## src/rtl/mem_rr_arbiter_if.sv

```systemverilog
// rtl/mem_rr_arbiter_if.sv - client and memory bus bundle for the round-robin memory arbiter
// master is the arbiter side; slave is the client/memory side.
interface mem_rr_arbiter_if #(
    parameter int CLIENT_CNT = 2,
    parameter int ADDR_W     = 8,
    parameter int DATA_W     = 8
);
    localparam int GRANT_W = (CLIENT_CNT > 1) ? $clog2(CLIENT_CNT) : 1;

    logic [CLIENT_CNT-1:0]        requests;
    logic [CLIENT_CNT*ADDR_W-1:0] addrs;
    logic [CLIENT_CNT-1:0]        wes;
    logic [CLIENT_CNT*DATA_W-1:0] data_outs;
    logic [DATA_W-1:0]            mem_rdata;
    logic [CLIENT_CNT-1:0]        readies;
    logic [DATA_W-1:0]            rdata;
    logic [ADDR_W-1:0]            mem_addr;
    logic [DATA_W-1:0]            mem_wdata;
    logic                         mem_we;
    logic                         mem_en;
    logic                         busy;
    logic [GRANT_W-1:0]           grant_id;

    modport master (
        input  requests, addrs, wes, data_outs, mem_rdata,
        output readies, rdata, mem_addr, mem_wdata, mem_we, mem_en, busy, grant_id
    );

    modport slave (
        output requests, addrs, wes, data_outs, mem_rdata,
        input  readies, rdata, mem_addr, mem_wdata, mem_we, mem_en, busy, grant_id
    );
endinterface

```

## src/rtl/mem_rr_arbiter.sv

```systemverilog
// rtl/mem_rr_arbiter.sv - round-robin arbiter and access sequencer for the shared memory bus
// One client at a time: grant, present the access for WAIT_STATES+1 cycles, then hold ready until release.
module mem_rr_arbiter #(
    parameter int CLIENT_CNT  = 2,
    parameter int ADDR_W      = 8,
    parameter int DATA_W      = 8,
    parameter int WAIT_STATES = 0
) (
    input  logic          clk,
    input  logic          rst,
    mem_rr_arbiter_if.master bus
);
    localparam int GW = (CLIENT_CNT > 1) ? $clog2(CLIENT_CNT) : 1;

    typedef enum logic [1:0] {IDLE, ACCESS, DONE} state_t;

    state_t                state, state_d;
    logic [GW-1:0]         last_grant, last_grant_d;
    logic [GW-1:0]         grant_d;
    logic [3:0]            wait_cnt, wait_cnt_d;
    logic                  is_write, is_write_d;
    logic [CLIENT_CNT-1:0] readies_d;
    logic [DATA_W-1:0]     rdata_d;
    logic [ADDR_W-1:0]     mem_addr_d;
    logic [DATA_W-1:0]     mem_wdata_d;
    logic                  mem_we_d, mem_en_d, busy_d;
    logic                  pick_found;
    logic [GW-1:0]         pick_idx;

    function automatic logic [GW-1:0] wrap_idx(input int v);
        return GW'(v % CLIENT_CNT);
    endfunction

    // Search starts just after the last served client, so every requester is reached within CLIENT_CNT grants.
    always_comb begin
        pick_found = 1'b0;
        pick_idx   = '0;
        for (int k = 1; k <= CLIENT_CNT; k++) begin
            if (!pick_found && bus.requests[wrap_idx(int'(last_grant) + k)]) begin
                pick_found = 1'b1;
                pick_idx   = wrap_idx(int'(last_grant) + k);
            end
        end
    end

    always_comb begin
        state_d      = state;
        last_grant_d = last_grant;
        grant_d      = bus.grant_id;
        wait_cnt_d   = wait_cnt;
        is_write_d   = is_write;
        readies_d    = bus.readies;
        rdata_d      = bus.rdata;
        mem_addr_d   = bus.mem_addr;
        mem_wdata_d  = bus.mem_wdata;
        mem_we_d     = bus.mem_we;
        mem_en_d     = bus.mem_en;
        busy_d       = bus.busy;
        case (state)
            IDLE: begin
                if (pick_found) begin
                    grant_d     = pick_idx;
                    mem_addr_d  = bus.addrs[int'(pick_idx)*ADDR_W +: ADDR_W];
                    mem_wdata_d = bus.data_outs[int'(pick_idx)*DATA_W +: DATA_W];
                    mem_we_d    = bus.wes[pick_idx];
                    is_write_d  = bus.wes[pick_idx];
                    mem_en_d    = 1'b1;
                    busy_d      = 1'b1;
                    wait_cnt_d  = 4'(WAIT_STATES);
                    state_d     = ACCESS;
                end
            end
            ACCESS: begin
                mem_we_d = 1'b0;
                if (wait_cnt != 4'd0) begin
                    wait_cnt_d = wait_cnt - 4'd1;
                end else begin
                    if (!is_write) rdata_d = bus.mem_rdata;
                    readies_d[bus.grant_id] = 1'b1;
                    mem_en_d = 1'b0;
                    state_d  = DONE;
                end
            end
            DONE: begin
                // Release only once the client has seen ready and withdrawn its request.
                if (!bus.requests[bus.grant_id]) begin
                    readies_d    = '0;
                    busy_d       = 1'b0;
                    last_grant_d = bus.grant_id;
                    state_d      = IDLE;
                end
            end
            default: state_d = IDLE;
        endcase
    end

    always_ff @(posedge clk) begin
        if (rst) begin
            state <= IDLE;
        end else begin
            state <= state_d;
        end
    end

    always_ff @(posedge clk) begin
        if (rst) begin
            last_grant    <= GW'(CLIENT_CNT - 1);
            wait_cnt      <= '0;
            is_write      <= 1'b0;
            bus.grant_id  <= '0;
            bus.readies   <= '0;
            bus.rdata     <= '0;
            bus.mem_addr  <= '0;
            bus.mem_wdata <= '0;
            bus.mem_we    <= 1'b0;
            bus.mem_en    <= 1'b0;
            bus.busy      <= 1'b0;
        end else begin
            last_grant    <= last_grant_d;
            wait_cnt      <= wait_cnt_d;
            is_write      <= is_write_d;
            bus.grant_id  <= grant_d;
            bus.readies   <= readies_d;
            bus.rdata     <= rdata_d;
            bus.mem_addr  <= mem_addr_d;
            bus.mem_wdata <= mem_wdata_d;
            bus.mem_we    <= mem_we_d;
            bus.mem_en    <= mem_en_d;
            bus.busy      <= busy_d;
        end
    end
endmodule
```

## src/flat_wrapper.sv

```systemverilog
// flat-port wrapper written by rule: the top's interface ports become plain ports
module mem_rr_arbiter_flat 
#(
    parameter int CLIENT_CNT  = 2,
    parameter int ADDR_W      = 8,
    parameter int DATA_W      = 8,
    parameter int WAIT_STATES = 0
)
  (clk, rst, bus_requests, bus_addrs, bus_wes, bus_data_outs, bus_mem_rdata, bus_readies, bus_rdata, bus_mem_addr, bus_mem_wdata, bus_mem_we, bus_mem_en, bus_busy, bus_grant_id);
  mem_rr_arbiter_if #(.CLIENT_CNT(CLIENT_CNT), .ADDR_W(ADDR_W), .DATA_W(DATA_W)) bus_i ();
  input  logic clk;
  input  logic rst;
  input wire logic [$bits(bus_i.requests)-1:0] bus_requests;
  input wire logic [$bits(bus_i.addrs)-1:0] bus_addrs;
  input wire logic [$bits(bus_i.wes)-1:0] bus_wes;
  input wire logic [$bits(bus_i.data_outs)-1:0] bus_data_outs;
  input wire logic [$bits(bus_i.mem_rdata)-1:0] bus_mem_rdata;
  output wire logic [$bits(bus_i.readies)-1:0] bus_readies;
  output wire logic [$bits(bus_i.rdata)-1:0] bus_rdata;
  output wire logic [$bits(bus_i.mem_addr)-1:0] bus_mem_addr;
  output wire logic [$bits(bus_i.mem_wdata)-1:0] bus_mem_wdata;
  output wire logic [$bits(bus_i.mem_we)-1:0] bus_mem_we;
  output wire logic [$bits(bus_i.mem_en)-1:0] bus_mem_en;
  output wire logic [$bits(bus_i.busy)-1:0] bus_busy;
  output wire logic [$bits(bus_i.grant_id)-1:0] bus_grant_id;
  assign bus_i.requests = bus_requests;
  assign bus_i.addrs = bus_addrs;
  assign bus_i.wes = bus_wes;
  assign bus_i.data_outs = bus_data_outs;
  assign bus_i.mem_rdata = bus_mem_rdata;
  assign bus_readies = bus_i.readies;
  assign bus_rdata = bus_i.rdata;
  assign bus_mem_addr = bus_i.mem_addr;
  assign bus_mem_wdata = bus_i.mem_wdata;
  assign bus_mem_we = bus_i.mem_we;
  assign bus_mem_en = bus_i.mem_en;
  assign bus_busy = bus_i.busy;
  assign bus_grant_id = bus_i.grant_id;
  mem_rr_arbiter #(.CLIENT_CNT(CLIENT_CNT), .ADDR_W(ADDR_W), .DATA_W(DATA_W), .WAIT_STATES(WAIT_STATES)) u_core (.clk(clk), .rst(rst), .bus(bus_i));
endmodule
```

## config.mk

```make
export PLATFORM = sky130hd
export DESIGN_NAME = mem_rr_arbiter_flat
export DESIGN_NICKNAME = d
export VERILOG_FILES = /design/src/rtl/mem_rr_arbiter_if.sv /design/src/rtl/mem_rr_arbiter.sv /design/src/flat_wrapper.sv
export SDC_FILE = /design/constraint.sdc
export NUM_CORES = 1
export LEC_CHECK = 0
export ABC_AREA = 1
export CAP_MARGIN = 25
export CORE_UTILIZATION = 30
export CTS_BUF_LIST = sky130_fd_sc_hd__clkbuf_4 sky130_fd_sc_hd__clkbuf_8
export CTS_CLUSTER_DIAMETER = 60
export DETAILED_ROUTE_END_ITERATION = 8
export GPL_ROUTABILITY_DRIVEN = 0
export SYNTH_ARGS = -nofsm -noshare
export SYNTH_HDL_FRONTEND = slang
export SYNTH_SLANG_ARGS = --single-unit
export TNS_END_PERCENT = 5
```

## constraint.sdc

```tcl
create_clock -name clk -period 2.55 [get_ports clk]
set_input_delay 0.255 -clock clk [delete_from_list [all_inputs] [get_ports clk]]
set_output_delay 0.255 -clock clk [all_outputs]
set_load 0.05 [all_outputs]
```

==> After elaboration in Yosys (flattened, before gate mapping) <==
Index checks and enable logic that the tools add are counted.
{ "word_totals": {"inputBits": 46, "output_inout_bits": 30, "ff_bits": 38, "wordCells": 79} }
{ "classes": {"n_lt_le_gt_ge": 5, "shifts": 2, "reduce_logical": 17, "n_mux": 30, "n_bitwise": 4, "eq_ne": 6, "addsub": 3} }
{ "ops": {"columns": ["cell", "n"], "rows": [
  ["$shiftx A16 B5 Y8", 2],
  ["$reduce_and A3 Y1", 6],
  ["$mux W1", 17],
  ["$lt A1 B2 Y1 const B", 4],
  ["$mux W2", 4],
  ["$mux W4", 2],
  ["$pmux W4 S2", 1],
  ["$pmux W1 S2", 3],
  ["$pmux W2 S3", 1],
  ["$reduce_and A2 Y1", 3],
  ["$reduce_bool A2 Y1", 3],
  ["$ne A2 B1 Y1 const B", 2],
  ["$ne A2 B2 Y1 const B", 2],
  ["$pmux W2 S2", 1],
  ["$reduce_bool A4 Y1", 1],
  ["$sub A4 B1 Y4 const B", 1],
  ["$not A1 Y1", 3],
  ["$add A1 B1 Y1 const B", 2],
  ["$eq A2 B1 Y1 const B", 1],
  ["$eq A2 B2 Y1 const B", 1],
  ["$logic_and A1 B1 Y1", 2],
  ["$logic_not A2 Y1", 1],
  ["$or A2 B2 Y2", 1],
  ["$demux W1 S1", 1],
  ["other kinds (2)", 2]
]} }

==> Longest topological paths before layout <==
Gate-level depths: netlist of run 1.
{ "logic_depth": {"ltp_word": 11, "mapped_depth": 9, "mapped_depth_nobuf": 9} }

==> Worst setup path before layout of run 1 <==
OpenSTA, ideal clock, no wires.
{ "synth_timing": {"path_kind": "register to register", "startpoint": "register u_core.bus.grant_id", "endpoint": "register u_core.state[0]", "setup_time_ns": 0.113, "path_buffers": 0, "required_ns": 2.437, "t_arrival_ns": 1.212, "path_stages_with_launch": 8, "path_slack_ns": 1.225, "period_less_slack_ns": 1.325, "path_cell_list": "dfxtp_1 > inv_1 > nand2_1 > nand3_2 > nand3_2 > nand2_1 > nand2_1 > nor2_1"} }
{ "synth_via": {"elab_chain_cells": 4} }
{ "synth_lines": {"columns": ["item", "line", "source"], "rows": [
  ["start: declaration", "mem_rr_arbiter_if.sv:26", "output readies, rdata, mem_addr, mem_wdata, mem_we, mem_en, busy, grant_id"],
  ["start signal: assignment", "mem_rr_arbiter.sv:122", "bus.grant_id <= grant_d;"],
  ["$mux W1 (not written as such) (2 in series)", "mem_rr_arbiter.sv:86", "if (!bus.requests[bus.grant_id]) begin"],
  ["$ne A2 B2 Y1 (no source line)", null, null],
  ["$reduce_and A3 Y1 (no source line)", null, null],
  ["end signal: assignment", "mem_rr_arbiter.sv:101", "state <= state_d;"],
  ["end: declaration", "mem_rr_arbiter.sv:17", "state_t state, state_d;"]
]} }
Every way passes these cells. The select of a mux whose other input is x is not followed.
A chain may end at the register's enable or synchronous reset.

==> Worst setup path after layout of run 1 <==
{ "layout_timing": {"startpoint": "register u_core.bus.grant_id", "endpoint": "output bus_grant_id"} }
{ "layout_rtl": {"columns": ["item", "line", "source"], "rows": [
  ["end: declaration", "flat_wrapper.sv:25", "output wire logic [$bits(bus_i.grant_id)-1:0] bus_grant_id;"]
]} }
No word-level cell between the ends.

==> results of run 1 <==
-- power breakdown --
group	switching [W]	internal, W	total, W
Sequential	0.000124	0.000818	0.000942
Combinational	0.00130	0.000640	0.00194
Clock	0.000208	0.000314	0.000522
-- stage by stage --
step           area, um2  std cells
3_5_place_dp        2560        370
5_1_grt             2670        378
2_1_floorplan       1800        232
3_3_place_gp        2560        370
4_1_cts             2670        378
6_report            2670        378
-- kinds of logic after synthesis --
family	count (synthesis)	share of synthesized area, %
AOI/OAI and AO/OA	52	16.3
xor gates and xnor gates	1	0.486
DFF	38	42.2
adders and majority gates	6	4.16
buffers and inverters	26	8.81
and+or+nand+nor	109	28.1
-- layout make-up --
type	instances	area, um2	share of cell area, %
Multi-Input combinational cell	168	885	33.1
Sequential cell	38	761	28.5
Timing Repair Buffer	75	751	28.1
Tap cell	72	90.1	3.37
Clock buffer	7	83.8	3.14
Inverter	17	71.3	2.67
Clock inverter	1	30.0	1.12
-- final timing paths --
path / slack [ns] / end / cells after the start
setup / recovery: 0.76 / bus_grant_id / 1
hold / removal: 0.45 / u_core.bus.readies[0] / 2
setup reg to reg: 1.03 / u_core.bus.mem_wdata[5] / 6
hold reg to reg: 0.45 / u_core.bus.readies[0] / 2
-- placed cells by master, fill, tap and decap left out, types with 2 or more instances in the layout --
| cell | netlist | routed |
|---|---|---|
| nand3_2 | 2 | 2 |
| inv_2 | 2 | 2 |
| o21ai_1 | 8 | 8 |
| clkdlybuf4s50_1 | 0 | 75 |
| ha_1 | 6 | 6 |
| clkbuf_8 | 0 | 5 |
| nand4_1 | 7 | 7 |
| nand2_2 | 8 | 8 |
| o21ai_0 | 16 | 16 |
| dfxtp_1 | 38 | 38 |
| nand2_1 | 59 | 59 |
| a21oi_1 | 10 | 10 |
| clkbuf_4 | 0 | 2 |
| nand3_1 | 5 | 5 |
| nor2_1 | 23 | 23 |
| a31oi_1 | 16 | 16 |
| inv_1 | 13 | 13 |
-- registers in the layout (all words and copies together), names as in the netlist, 2 cells and up --
register	cells
u_core.wait_cnt	4
u_core.state	2
u_core.bus.mem_wdata	8
u_core.bus.mem_addr	8
u_core.bus.readies	2
u_core.bus.rdata	8
-- layer usage --
layer / vias to the layer above / share of wire, % / wire length, um / GRT usage, %
li1: 916 / - / - / -
met1: 782 / 47 / 2190 / 19.6
met2: 45 / 45 / 2100 / 23.7
met3: 4 / 6.7 / 309 / 5.83
met4: 0 / 0.73 / 34 / 4.36
met5: - / 0 / 0 / 0
==> metrics, run 1 <==
Worst Path Buf+Inv=1; via count=1747; pin count of the biggest net entering global routing=36; Vias/cell=4.62; power per cell area=roughly 1300 nW/um2; I/O pins=76; CP Capture Type=output pin; Peak Freq=between 0.5 and 0.6 GHz; largest cells by area after synthesis=dfxtp_1 (42%), nand2_1 (12%), a31oi_1 (5.5%); status=complete, no violations; Synth area leader=dfxtp_1; min-delay worst type=register to register; fin nets=357; Die Y=79.6 um; Die ar.=6330 um2; core area=5640 um2; 1st-pass router iterations=4; post-route ant nets=0; Clock transition at path regs=0.07 ns; Mapped Area=1800 um2; final clock skew=~0.0087 ns; CTS buffer count=5; post-synth cell types=28; Yosys reg bits=38; initial antenna violation count=0; setup repair bufs after CTS=0; Yosys top cell area share=between 40% and 50%; drt wl/cell=12.3 um; Clock H-tree levels=2; Async SR Flop Fraction=0%; number of remaining DRC errors=0; unrepaired setup endpoints after global routing=false; CP required=2.30 ns; Util after Layout=47.3%; worst path arrival time=1.54 ns; DP Wirelength=3.34 mm; Die Width=roughly 80 um; final cycle utilization of the critical path=about 70%; clock buffer depth=2; Lkg Pwr=1.09 nW; Top FF cell, synth=dfxtp_1; Critical path origin=u_core.bus.grant_id; Initial Utilization=32.0%; number of max-slew violations in the final report=0; Syn Inst Count=232; Seq/Total Area, Yosys=42.2%; max-cap viol count=0; Crit Path Max Fanout=5; pre-CTS WS=0.843 ns; synth warn=0; global-route wire length before repair=7.49 mm; Slew HR=64.7%; CP top delay family=buffers and inverters; Tmin final=1.79 ns; total gr overflow=0; Tot GR Track Use=15.3%; initial DRC count=40; worst-path cell with the longest stage delay=clkdlybuf4s50_1; num rows=27; final wirelength=between 4 and 5 mm; Fin. Hold Viols=0; hold slack=0.453 ns; layout cells sized above 1=8.82%; final setup margin=roughly 0.76 ns; most frequent cell after synthesis=nand2_1; CP Cell Sequence=clkdlybuf4s50_1; Final setup violation count=0; most common library cells after synthesis=nand2_1 (59), dfxtp_1 (38), nor2_1 (23); Syn Nets=284; Mean Syn Cell Area=7.78 um2; vias in the first global route=1597; clk sinks=38; Peak supply drop=517 uV; CP startpoint kind=register; CTS tree=built; # port buffers=75; EDFF count, synth=0; R2R Path Start=u_core.state[0]; Clk Latency, worst-skew pair=0.29 ns; antenna fix cells=0; CTS Hold Buffers Added=0; Synth-to-Final Area Change=48.1%; hold path startpoint=u_core.bus.readies[0]; post-route setup TNS=0 ns; # resized after CTS=0; Largest stage delay, worst path=between 0.8 and 0.9 ns; Pwr Total=0.00341 W; Fillers=580; Slew @ Worst Pin=0.528 ns; Setup CP Type=register to output pin; clk root buf=clkbuf_8
Note: power is estimated with default switching activity, not from simulation.
==> run 2: changes to the inputs <==
- clock period: 2.55 -> 1.5 ns (I/O delays scaled with it)
==> run 2 against run 1 <==
Sequential share of layout area down 0.080 points. Clock power is 29% higher. Largest cell class unchanged. Die area unchanged. Critical endpoint is now u_core.wait_cnt[3]. Worst hold slack lost 0.030 ns. Cell area up 0.28%. Worst setup slack got worse by 0.64 ns. Non-clock buffer count increased by 10.
==> metrics, run 2 (same netlist as run 1, synthesis figures left out) <==
status=complete, no violations; Fin. Hold Viols=0 (unchanged); Synth-to-Final Area Change=48.5%; min-delay worst type=primary input to register; most common cell after layout, fill and taps aside=nand2_1; Fillers=573 (-1.2%); num rows=27 (unchanged); Slew HR=83.4% (+19 points); worst-path cell with the longest stage delay=dfxtp_1; global-route wire length before repair=7.60 mm (+1.6%); commonest cells after routing, fill and taps aside=nand2_1 (59), clkdlybuf4s50_1 (45), dfxtp_1 (38); CP Capture Type=register; CP required=1.73 ns (-0.57 ns); clock buffer depth=2 (unchanged); DP Wirelength=3.42 mm (+2.4%); final clock skew=0.00598 ns (-0.00267 ns); clk root buf=clkbuf_8; CTS tree=built; Clock transition at path regs=0.07 ns (about the same); CTS buffer count=5 (unchanged); vias in the first global route=1648 (+3.2%); unrepaired setup endpoints after global routing=true; Tmin final=1.39 ns; via count=1810 (+3.6%); core area=5640 um2 (unchanged); Vias/cell=4.68 (+1.2%); Final setup violation count=0 (unchanged); CP top delay family=simple AND/OR/NAND/NOR gates; final wirelength=4.65 mm (+0.37%); Clock H-tree levels=2 (unchanged); post-route ant nets=0 (unchanged); total gr overflow=0 (unchanged); Setup CP Type=register to register; # port buffers=75 (unchanged); max-cap viol count=0 (unchanged); Die Y=79.6 um (unchanged); setup repair bufs after CTS=0 (unchanged); antenna fix cells=0 (unchanged); pin count of the biggest net entering global routing=30 (-17%); CP startpoint kind=register; Clk Latency, worst-skew pair=0.29 ns (about the same); Crit Path Max Fanout=7 (+2); fin nets=367 (+2.8%); worst path arrival time=1.62 ns (+0.08 ns); post-route setup TNS=0 ns (unchanged); Initial Utilization=32.0% (unchanged); Slew @ Worst Pin=0.247 ns (-0.281 ns); Lkg Pwr=1.19 nW (+8.4%); Die ar.=6330 um2 (unchanged); initial antenna violation count=0 (unchanged); 1st-pass router iterations=4 (unchanged); Peak supply drop=751 uV (+45%); Largest stage delay, worst path=0.31 ns (-0.53 ns); Peak Freq=around 0.72 GHz; layout cells sized above 1=21.6% (+13 points); I/O pins=76 (unchanged); CP Cell Sequence=inv_1 -> ha_2 -> buf_4 -> nand2_1 -> nand2_2 -> nand3_1 -> nand2_1 -> nand2_1 -> nor2_1; cell mode on critical path=nand2_1; drt wl/cell=12.0 um (-2.0%); Die Width=79.6 um (unchanged); Worst Path Buf+Inv=2 (+1); Regs by FF count=u_core.bus.mem_addr (8), u_core.bus.mem_wdata (8), u_core.bus.rdata (8); number of remaining DRC errors=0 (unchanged); Util after Layout=47.5% (+0.13 points); Pwr Total=0.00566 W (+66%); number of max-slew violations in the final report=0 (unchanged); initial DRC count=70 (+75%); final cycle utilization of the critical path=between 90% and 100%; power per cell area=2110 nW/um2 (+66%); clk sinks=38 (unchanged); Tot GR Track Use=15.5% (+0.16 points)
## run 2: worst register-to-register path, stage by stage (launching register included)
cell,delay [ns]
dfxtp_1,0.31
inv_1,0.12
ha_2,0.24
buf_4,0.15
nand2_1,0.08
nand2_2,0.15
nand3_1,0.09
nand2_1,0.07
nand2_1,0.04
nor2_1,0.07
## run 2: timing repair
action,in CTS,in global routing
hold buffers,0,0
gates resized for setup,0,2
endpoints found under the hold margin,0,0
setup endpoints to repair,0,25
## run 2: final timing paths
check / from / slack [ns] / endpoint / cells after the start
hold / removal: bus_addrs[2] / 0.42 / u_core.bus.mem_addr[2] / 3
setup reg to reg: u_core.state[1] / 0.11 / u_core.wait_cnt[3] / 9
setup / recovery: u_core.state[1] / 0.11 / u_core.wait_cnt[3] / 9
hold reg to reg: u_core.bus.readies[1] / 0.45 / u_core.bus.readies[1] / 2
## run 2: where the power goes
| part | total, W | switching, W | leakage [nW] | internal (W) |
|---|---|---|---|---|
| logic | 0.00338 | 0.00224 | 0.830 | 0.00114 |
| clock network | 0.000671 | 0.000359 | 0.0438 | 0.000312 |
| registers | 0.00160 | 0.000214 | 0.314 | 0.00139 |
| total | 0.00566 | 0.00282 | 1.19 | 0.00284 |
## run 2: through the flow
stage	instances	setup slack, ns	instance area, um2	hold slack [ns]
after global routing	387	-0.00417	2680	0.417
after floorplan	232	0.175	1800	0.285
after global placement	380	0.0555	2590	0.445
final	387	0.111	2680	0.423
after CTS	387	0.0683	2670	0.413
after detailed placement	380	0.0270	2590	0.445
## run 2: routing by layer
metal	routed length (um)	share of wire, %	global-route usage (%)	vias to the layer above
li1	-	-	-	937
met1	2200	47	19.1	823
met2	2080	45	24.9	43
met3	306	6.6	5.14	7
met4	61	1.3	5.45	0
met5	0	0	0	-
## run 2: final cells by class
type,instances,area (um2),area share [%]
multi-input cells,168,890,33.2
inverters,17,71.3,2.66
flip-flops and latches,38,761,28.4
well taps,72,90.1,3.36
clock inverters,2,10.0,0.374
clock buffers,5,68.8,2.57
repair buffers,85,788,29.4
